<file path="src/rtl/bcd_counter_scan.sv">
// bcd_counter_scan
//   N-digit BCD event/time counter with a programmable prescaler, up/down
//   counting, synchronous clear and parallel load. It also drives a
//   time-multiplexed 7-segment display, with optional leading-zero blanking.
//
// Ports
//   clk       posedge clock
//   rst       synchronous, active-high reset
//   en        count enable (gates prescaler and counting)
//   up        1 = count up, 0 = count down (sampled on the step edge)
//   clr       synchronous clear of prescaler and digits
//   load      synchronous parallel load of load_val (nibbles > 9 clamp to 9)
//   load_val  BCD load value, digit i at [4i+3:4i]
//   prescale  a step occurs every prescale+1 enabled cycles
//   blank_lz  blank leading zeros on the display
//   bcd       current count, digit i at [4i+3:4i]
//   tick      1-cycle pulse on each counter step
//   wrap      1-cycle pulse when a step overflows or underflows
//   seg       {dp,g,f,e,d,c,b,a} for the selected digit; dp always off
//   an        one-hot digit select
module bcd_counter_scan #(
    parameter int DIGITS      = 5,
    parameter int PRESC_W     = 32,
    parameter int SCAN_DIV    = 1024,
    parameter bit SEG_ACT_LOW = 1'b1
) (
    input  logic                  clk,
    input  logic                  rst,
    input  logic                  en,
    input  logic                  up,
    input  logic                  clr,
    input  logic                  load,
    input  logic [4*DIGITS-1:0]   load_val,
    input  logic [PRESC_W-1:0]    prescale,
    input  logic                  blank_lz,
    output logic [4*DIGITS-1:0]   bcd,
    output logic                  tick,
    output logic                  wrap,
    output logic [7:0]            seg,
    output logic [DIGITS-1:0]     an
);

    localparam int SCAN_W = (SCAN_DIV > 1) ? $clog2(SCAN_DIV) : 1;
    localparam int IDX_W  = (DIGITS > 1) ? $clog2(DIGITS) : 1;

    localparam logic [7:0]        SEG_OFF = SEG_ACT_LOW ? 8'hFF : 8'h00;
    localparam logic [DIGITS-1:0] AN_OFF  = SEG_ACT_LOW ? {DIGITS{1'b1}} : {DIGITS{1'b0}};

    // ------------------------------------------------------------------
    // Counter
    // ------------------------------------------------------------------
    logic [PRESC_W-1:0]  cnt;
    logic [4*DIGITS-1:0] step_val;
    logic [4*DIGITS-1:0] load_clamped;
    logic                step_wrap;
    logic                carry;
    logic [3:0]          digit;

    // Ripple carry/borrow across digits; a carry that survives past the top
    // digit means the step wrapped.
    always_comb begin
        step_val = bcd;
        carry    = 1'b1;
        digit    = 4'd0;
        for (int i = 0; i < DIGITS; i++) begin
            digit = bcd[4*i +: 4];
            if (carry) begin
                if (up) begin
                    if (digit >= 4'd9) begin
                        step_val[4*i +: 4] = 4'd0;
                    end else begin
                        step_val[4*i +: 4] = digit + 4'd1;
                        carry              = 1'b0;
                    end
                end else begin
                    if (digit == 4'd0) begin
                        step_val[4*i +: 4] = 4'd9;
                    end else begin
                        step_val[4*i +: 4] = digit - 4'd1;
                        carry              = 1'b0;
                    end
                end
            end
        end
        step_wrap = carry;
    end

    always_comb begin
        load_clamped = load_val;
        for (int i = 0; i < DIGITS; i++) begin
            if (load_val[4*i +: 4] > 4'd9) begin
                load_clamped[4*i +: 4] = 4'd9;
            end
        end
    end

    always_ff @(posedge clk) begin
        if (rst) begin
            cnt  <= '0;
            bcd  <= '0;
            tick <= 1'b0;
            wrap <= 1'b0;
        end else begin
            tick <= 1'b0;
            wrap <= 1'b0;
            if (clr) begin
                cnt <= '0;
                bcd <= '0;
            end else if (load) begin
                cnt <= '0;
                bcd <= load_clamped;
            end else if (en) begin
                // >= so that lowering prescale below cnt steps right away
                if (cnt >= prescale) begin
                    cnt  <= '0;
                    bcd  <= step_val;
                    tick <= 1'b1;
                    wrap <= step_wrap;
                end else begin
                    cnt <= cnt + 1'b1;
                end
            end
        end
    end

    // ------------------------------------------------------------------
    // Scan driver
    // ------------------------------------------------------------------
    logic [SCAN_W-1:0] scan_cnt;
    logic [IDX_W-1:0]  idx;
    logic [3:0]        cur_digit;
    logic              all_zero;
    logic              lead_zero;
    logic              blank_now;
    logic [7:0]        seg_low;
    logic [DIGITS-1:0] an_low;

    function automatic logic [7:0] seg7(input logic [3:0] d);
        case (d)
            4'd0:    seg7 = 8'hC0;
            4'd1:    seg7 = 8'hF9;
            4'd2:    seg7 = 8'hA4;
            4'd3:    seg7 = 8'hB0;
            4'd4:    seg7 = 8'h99;
            4'd5:    seg7 = 8'h92;
            4'd6:    seg7 = 8'h82;
            4'd7:    seg7 = 8'hF8;
            4'd8:    seg7 = 8'h80;
            4'd9:    seg7 = 8'h90;
            default: seg7 = 8'hFF;
        endcase
    endfunction

    // Walk from the most-significant digit down; the selected digit is a
    // leading zero if it and every digit above it are zero.
    always_comb begin
        all_zero  = 1'b1;
        lead_zero = 1'b0;
        cur_digit = 4'd0;
        for (int i = DIGITS - 1; i >= 0; i--) begin
            all_zero = all_zero & (bcd[4*i +: 4] == 4'd0);
            if (idx == IDX_W'(i)) begin
                lead_zero = all_zero;
                cur_digit = bcd[4*i +: 4];
            end
        end
        blank_now = blank_lz && (idx != '0) && lead_zero;
        seg_low   = blank_now ? 8'hFF : seg7(cur_digit);
        an_low    = ~(DIGITS'(1) << idx);
    end

    always_ff @(posedge clk) begin
        if (rst) begin
            scan_cnt <= '0;
            idx      <= '0;
            seg      <= SEG_OFF;
            an       <= AN_OFF;
        end else begin
            if (scan_cnt == SCAN_W'(SCAN_DIV - 1)) begin
                scan_cnt <= '0;
                idx      <= (idx == IDX_W'(DIGITS - 1)) ? '0 : idx + 1'b1;
            end else begin
                scan_cnt <= scan_cnt + 1'b1;
            end
            seg <= SEG_ACT_LOW ? seg_low : ~seg_low;
            an  <= SEG_ACT_LOW ? an_low  : ~an_low;
        end
    end

endmodule

</file>
<file path="config.mk">
export PLATFORM = sky130hd
export DESIGN_NAME = bcd_counter_scan
export DESIGN_NICKNAME = d
export VERILOG_FILES = /design/src/rtl/bcd_counter_scan.sv
export SDC_FILE = /design/constraint.sdc
export NUM_CORES = 1
export LEC_CHECK = 0
export BUFFER_PORTS_ARGS = -buffer_cell sky130_fd_sc_hd__buf_4
export CAP_MARGIN = 10
export CORE_MARGIN = 2
export CORE_UTILIZATION = 25
export CTS_CLUSTER_SIZE = 10
export DETAILED_ROUTE_END_ITERATION = 16
export GPL_ROUTABILITY_DRIVEN = 0
export PLACE_DENSITY = 0.51
export SKIP_CTS_REPAIR_TIMING = 1
export SLEW_MARGIN = 20
export SYNTH_ARGS = -nofsm -noshare
export SYNTH_HDL_FRONTEND = slang
export SYNTH_SLANG_ARGS = --single-unit
</file>
<file path="constraint.sdc">
create_clock -name clk -period 6.5 [get_ports clk]
set_clock_uncertainty 0.1 [all_clocks]
set_input_delay 1.3 -clock clk [delete_from_list [all_inputs] [get_ports clk]]
set_output_delay 1.3 -clock clk [all_outputs]
set_load 0.05 [all_outputs]
</file>
== Yosys cells after proc, flatten, opt, wreduce, memory -nomap -nowiden ==
Memories as Yosys holds them, arrays and structs flattened. A register that Yosys moved wholly into a read port is not among the register bits.
Cells that the tools add are included.

* Add/subtract/negate cells: 13
* Multipliers: 0
* Div/mod/pow operators: 0
* Magnitude comparators: 11
* Equal/unequal tests: 5
* Shift-type cells: 1
* Mux-type cells: 58
* Bitwise operators: 8
* Reduce and logical (&&, ||, !) cells: 26

{| class="wikitable"
|+ Operators with widths
! operator !! number
|-
| two-way mux 4 bit || 29
|-
| two-way mux 20 bit || 3
|-
| adder 32 x 1 -> 32 bit, second input constant || 1
|-
| greater-or-equal comparator 32 bit || 1
|-
| two-way mux 32 bit || 1
|-
| two-way mux 1 bit || 24
|-
| adder 4 x 1 -> 4 bit, second input constant || 5
|-
| greater-or-equal comparator 4 bit, second input constant || 5
|-
| > comparator 4 bit, second input constant || 5
|-
| zero test 4 bit || 5
|-
| subtractor 4 x 1 -> 4 bit, second input constant || 5
|-
| AND reduction 3 bit || 4
|-
| nonzero test 2 bit || 6
|-
| adder 10 x 1 -> 10 bit, second input constant || 1
|-
| equality test 10 bit, second input constant || 1
|-
| equality test 3 x 2 -> 1 bit, second input constant || 2
|-
| OR reduction 2 bit || 3
|-
| OR reduction 6 bit || 1
|-
| NOT 5 bit || 1
|-
| left shift 1 x 3 -> 5 bit, first input constant || 1
|-
| bitwise AND 1 bit || 4
|-
| OR reduction 4 bit || 1
|-
| adder 3 x 1 -> 3 bit, second input constant || 1
|-
| equality test 3 x 1 -> 1 bit, second input constant || 1
|-
| other kinds (8) || 11
|}

* Bits in registers: 80
* Latch bits: 0
* Bits in writable memories: 0
* Bits in read-only memories: 112
* Input bits: 59
* Output and inout port bits: 35
* Logic and storage cells: 135
* Memories kept: 1

{| class="wikitable"
|+ Memory list
! memory !! words !! width !! read ports !! clocked after memory_dff !! wr ports !! RTL line !! RTL
|-
| (no name shown) || 16 || 7 || 1 || 1 || 0 || 139 || <nowiki>case (d)</nowiki>
|}

== Depth between registers and ports, before layout ==
* Depth in word-level cells: 10
* Depth in mapped cells: 13
* Depth with buffers taken out: 10

== Worst setup path after synthesis ==
Ideal clock, no wire load.

* Kind: input to register
* Start: input port prescale[15]
* End: register cnt[21]
* Data arrival time: 3.139 ns
* Data required time: 6.281 ns
* Path slack: 3.142 ns
* Stages on the path: 10
* Path buffers: 2
* Cells stage by stage: inv_1 > ha_1 > nand4_1 > nor3_2 > or4b_4 > a31oi_4 > or3_4 > buf_6 > buf_12 > nor2_4

* Cells in the longest elaborated chain, start to end: 2

{| class="wikitable"
|+ Ends and longest elaborated chain
! item !! RTL line !! RTL
|-
| from (decl) || 34 || <nowiki>input logic [PRESC_W-1:0] prescale,</nowiki>
|-
| greater-or-equal comparator 32 bit || 114 || <nowiki>if (cnt >= prescale) begin</nowiki>
|-
| two-way mux 32 bit || 114 ||
|-
| to (signal assigned) || 120 || <nowiki>cnt <= cnt + 1'b1;</nowiki>
|-
| to (decl) || 52 || <nowiki>logic [PRESC_W-1:0] cnt;</nowiki>
|}

Every way passes these cells.
A chain may end at the register's enable or synchronous reset.

== Worst setup path after layout ==
* Start: input port prescale[31]
* End: register cnt[20]

The elaborated chain is that of the path after synthesis.

==> results.py <==
metrics = {
    "outcome": {
        "status": "complete, no violations",
    },
    "route": {
        "vias_per_cell": 4.746,
        "drt-total-wl_mm": 16.51,
        "vias": 5463,
        "dr.first_iter.drc_count": 254,
        "wire_per_inst_um": 14.34,
        "drc": 0,
        "drtPass1Iterations": 5,
        "drtAntennaViolNets": 0,
    },
    "synthesis": {
        "syn_inst": 755,
        "async_flop_share": 0,
        "avgSynthCellArea_um2": 8.051,
        "synth_warnings": 0,
        "synthFlopType": "dfxtp_1",
        "seq_area_frac_synth": 0.2602,
        "syn_nets": 873,
        "synth_area_leaders": "dfxtp_1 26%, ha_1 12%, xor2_1 4.5%, nand2_1 4.1%, nor2_1 4.1%",
        "synth_top_area_share": 0.2602,
        "yosysTopAreaCell": "dfxtp_1",
        "synth_seq_cells": 79,
        "synth-edff-count": 0,
        "synth_area_mm2": 0.006078,
        "yosysUniqueCellTypes": 83,
    },
    "pwr": {
        "p_leak_nw": 2.979,
        "power_mw": 1.261,
        "ir_drop_mv": 0.1471,
        "swShare": 0.2773,
        "p_sw_mw": 0.3498,
        "seqPwrFrac": 0.403,
        "p_comb_frac": 0.151,
        "clockPowerShare": 0.446,
        "p_int_mw": 0.9116,
        "power_density_mw_per_mm2": 172.4,
    },
    "setup_path": {
        "path_max_fanout": 29,
        "crit_required_ps": 6610,
        "slowest_stage": "nor4_2",
        "path_buf_inv": 2,
        "cp_data_arrival_time_ps": 3810,
        "path_class": "input port to flip-flop",
        "crit_path_end_kind": "flip-flop",
        "crit_chain": "buf_4 -> inv_1 -> ha_1 -> nand4_2 -> nor4_2 -> nand2_1 -> a31oi_4 -> or3_4 -> nor2_1",
        "critPathTopFamily": "simple AND/OR/NAND/NOR gates",
        "critPathLaunchType": "input port",
        "cpPeakStageDelay_ps": 550,
    },
    "timing": {
        "setup_viol": 0,
        "period_needed_ps": 3696,
        "min_period_over_period": 0.5686,
        "finalHoldViolations": 0,
        "slew_violations": 0,
        "rsz0062_at_grt": "no",
        "timing.fmax_mhz": 270.6,
        "fin_setup_tns_ps": 0,
        "setup_slack_ps": 2804,
        "slew_headroom": 0.4143,
        "worstMarginPinSlew_ps": 856.3,
    },
    "grt": {
        "grtUsageTotal": 0.1294,
        "antenna_found_initial": 0,
        "grt_pass1_vias": 5114,
        "grt_max_degree": 44,
        "grt_pass1_wl_mm": 26.90,
        "grt_overflow": 0,
    },
    "clocking": {
        "cts_made_buffers": 9,
        "htree_levels": 3,
        "cts_buffer_depth": 2,
        "clock_latency_ps": 350,
        "cts_tree": "done",
        "clock-sinks": 79,
        "clk_pin_slew_worst_paths_ps": 60,
        "clockRootBuffer": "clkbuf_16",
    },
    "final_layout": {
        "antenna_cells": 0,
        "drive_gt1_frac": 0.1814,
        "synthToLayoutAreaGrowth_pct": 20.38,
        "fillers": 2612,
        "nets": 940,
        "final_common_cell": "buf_4",
        "layout_common_cells": "93 x buf_4, 79 x dfxtp_1, 67 x nand2_1, 67 x nor2_1, 63 x inv_1",
    },
    "worst_hold_path": {
        "worstHoldPathType": "flip-flop to flip-flop",
    },
    "floorplanning": {
        "die_h_um": 159.9,
        "start_util": 0.2522,
        "pin_count": 94,
        "coreArea_mm2": 0.02411,
        "std_cell_rows": 57,
        "die_width_um": 159.9,
        "die_area_mm2": 0.02558,
    },
    "placement": {
        "dp_hpwl_mm": 12.64,
        "post-place-ws_ps": 2455,
        "io_buffers": 92,
    },
    "run": {
        "cap_viol_max_count": 0,
    },
}
kinds of logic (layout without fill, tap and decap cells):
kind of cell / after synthesis / in the layout / share of synthesized area
compound gates: 161 / 161 / 0.1908
xor+xnor: 40 / 40 / 0.05764
fa+ha+maj: 59 / 59 / 0.1214
buf+inv: 101 / 173 / 0.07102
flops: 79 / 79 / 0.2602
mux: 19 / 19 / 0.03561
other cells: 1 / 1 / 0.0006169
simple gates: 295 / 295 / 0.2627
metal layers:
metal	up-vias	share of wire	global-route usage
met5	-	0	0
met4	0	0.0097	0.02907
met3	12	0.052	0.03039
met2	115	0.46	0.2111
met1	2515	0.48	0.1738
li1	2821	-	-
flip-flops by register name (all words and copies together), names as in the netlist:
signal,cells
bcd,20
cnt,32
seg,7
an,5
tick,1
scan_cnt,10
wrap,1
idx,3
synth_stat cells (16+ instances only):
cell / instances
xor2_1: 31
nand4_1: 23
nor3_1: 19
clkbuf_1: 23
ha_1: 59
a21oi_1: 39
mux2i_1: 16
nand2b_1: 16
nand3_1: 30
dfxtp_1: 79
o21ai_0: 40
nand2_1: 67
nor2_1: 67
inv_1: 63
stage by stage:
stage,cells,instance area [um2],hold slack (ps),utilization
6_report,1151,7317,403.5,0.3035
5_1_grt,1151,7317,442.9,0.3035
4_1_cts,1151,7317,405.3,0.3035
3_5_place_dp,1135,6990,391.4,0.2900
3_3_place_gp,1135,6990,389.5,0.2900
2_1_floorplan,755,6078,353.5,-
area by class of cell:
| class | instances | area, um2 | share of cell area |
|---|---|---|---|
| clock buffer | 9 | 225.2 | 0.03078 |
| tap | 324 | 405.4 | 0.05540 |
| clock inverter | 7 | 101.3 | 0.01385 |
| sequential | 79 | 1582 | 0.2161 |
| inverter | 64 | 240.2 | 0.03283 |
| multi-input combinational | 575 | 4065 | 0.5556 |
| timing repair buffer | 93 | 698.2 | 0.09542 |
final timing paths:
kind | slack, ps | from | cells after the start | end
hold reg to reg | 400 | scan_cnt[0] | 1 | scan_cnt[0]
setup / recovery | 2800 | prescale[31] | 9 | cnt[20]
hold / removal | 400 | scan_cnt[0] | 1 | scan_cnt[0]
setup reg to reg | 3520 | cnt[15] | 7 | cnt[20]
power by group through the flow:
stage               Clock [mW]  Combinational, mW  Sequential, mW
floorplan                    0              0.105           0.538
global placement             0              0.191           0.520
detailed placement           0              0.191           0.520
CTS                      0.583              0.192           0.509
global route             0.601              0.211           0.511
finish                   0.562              0.190           0.509
Note: power is estimated with default switching activity, not from simulation.
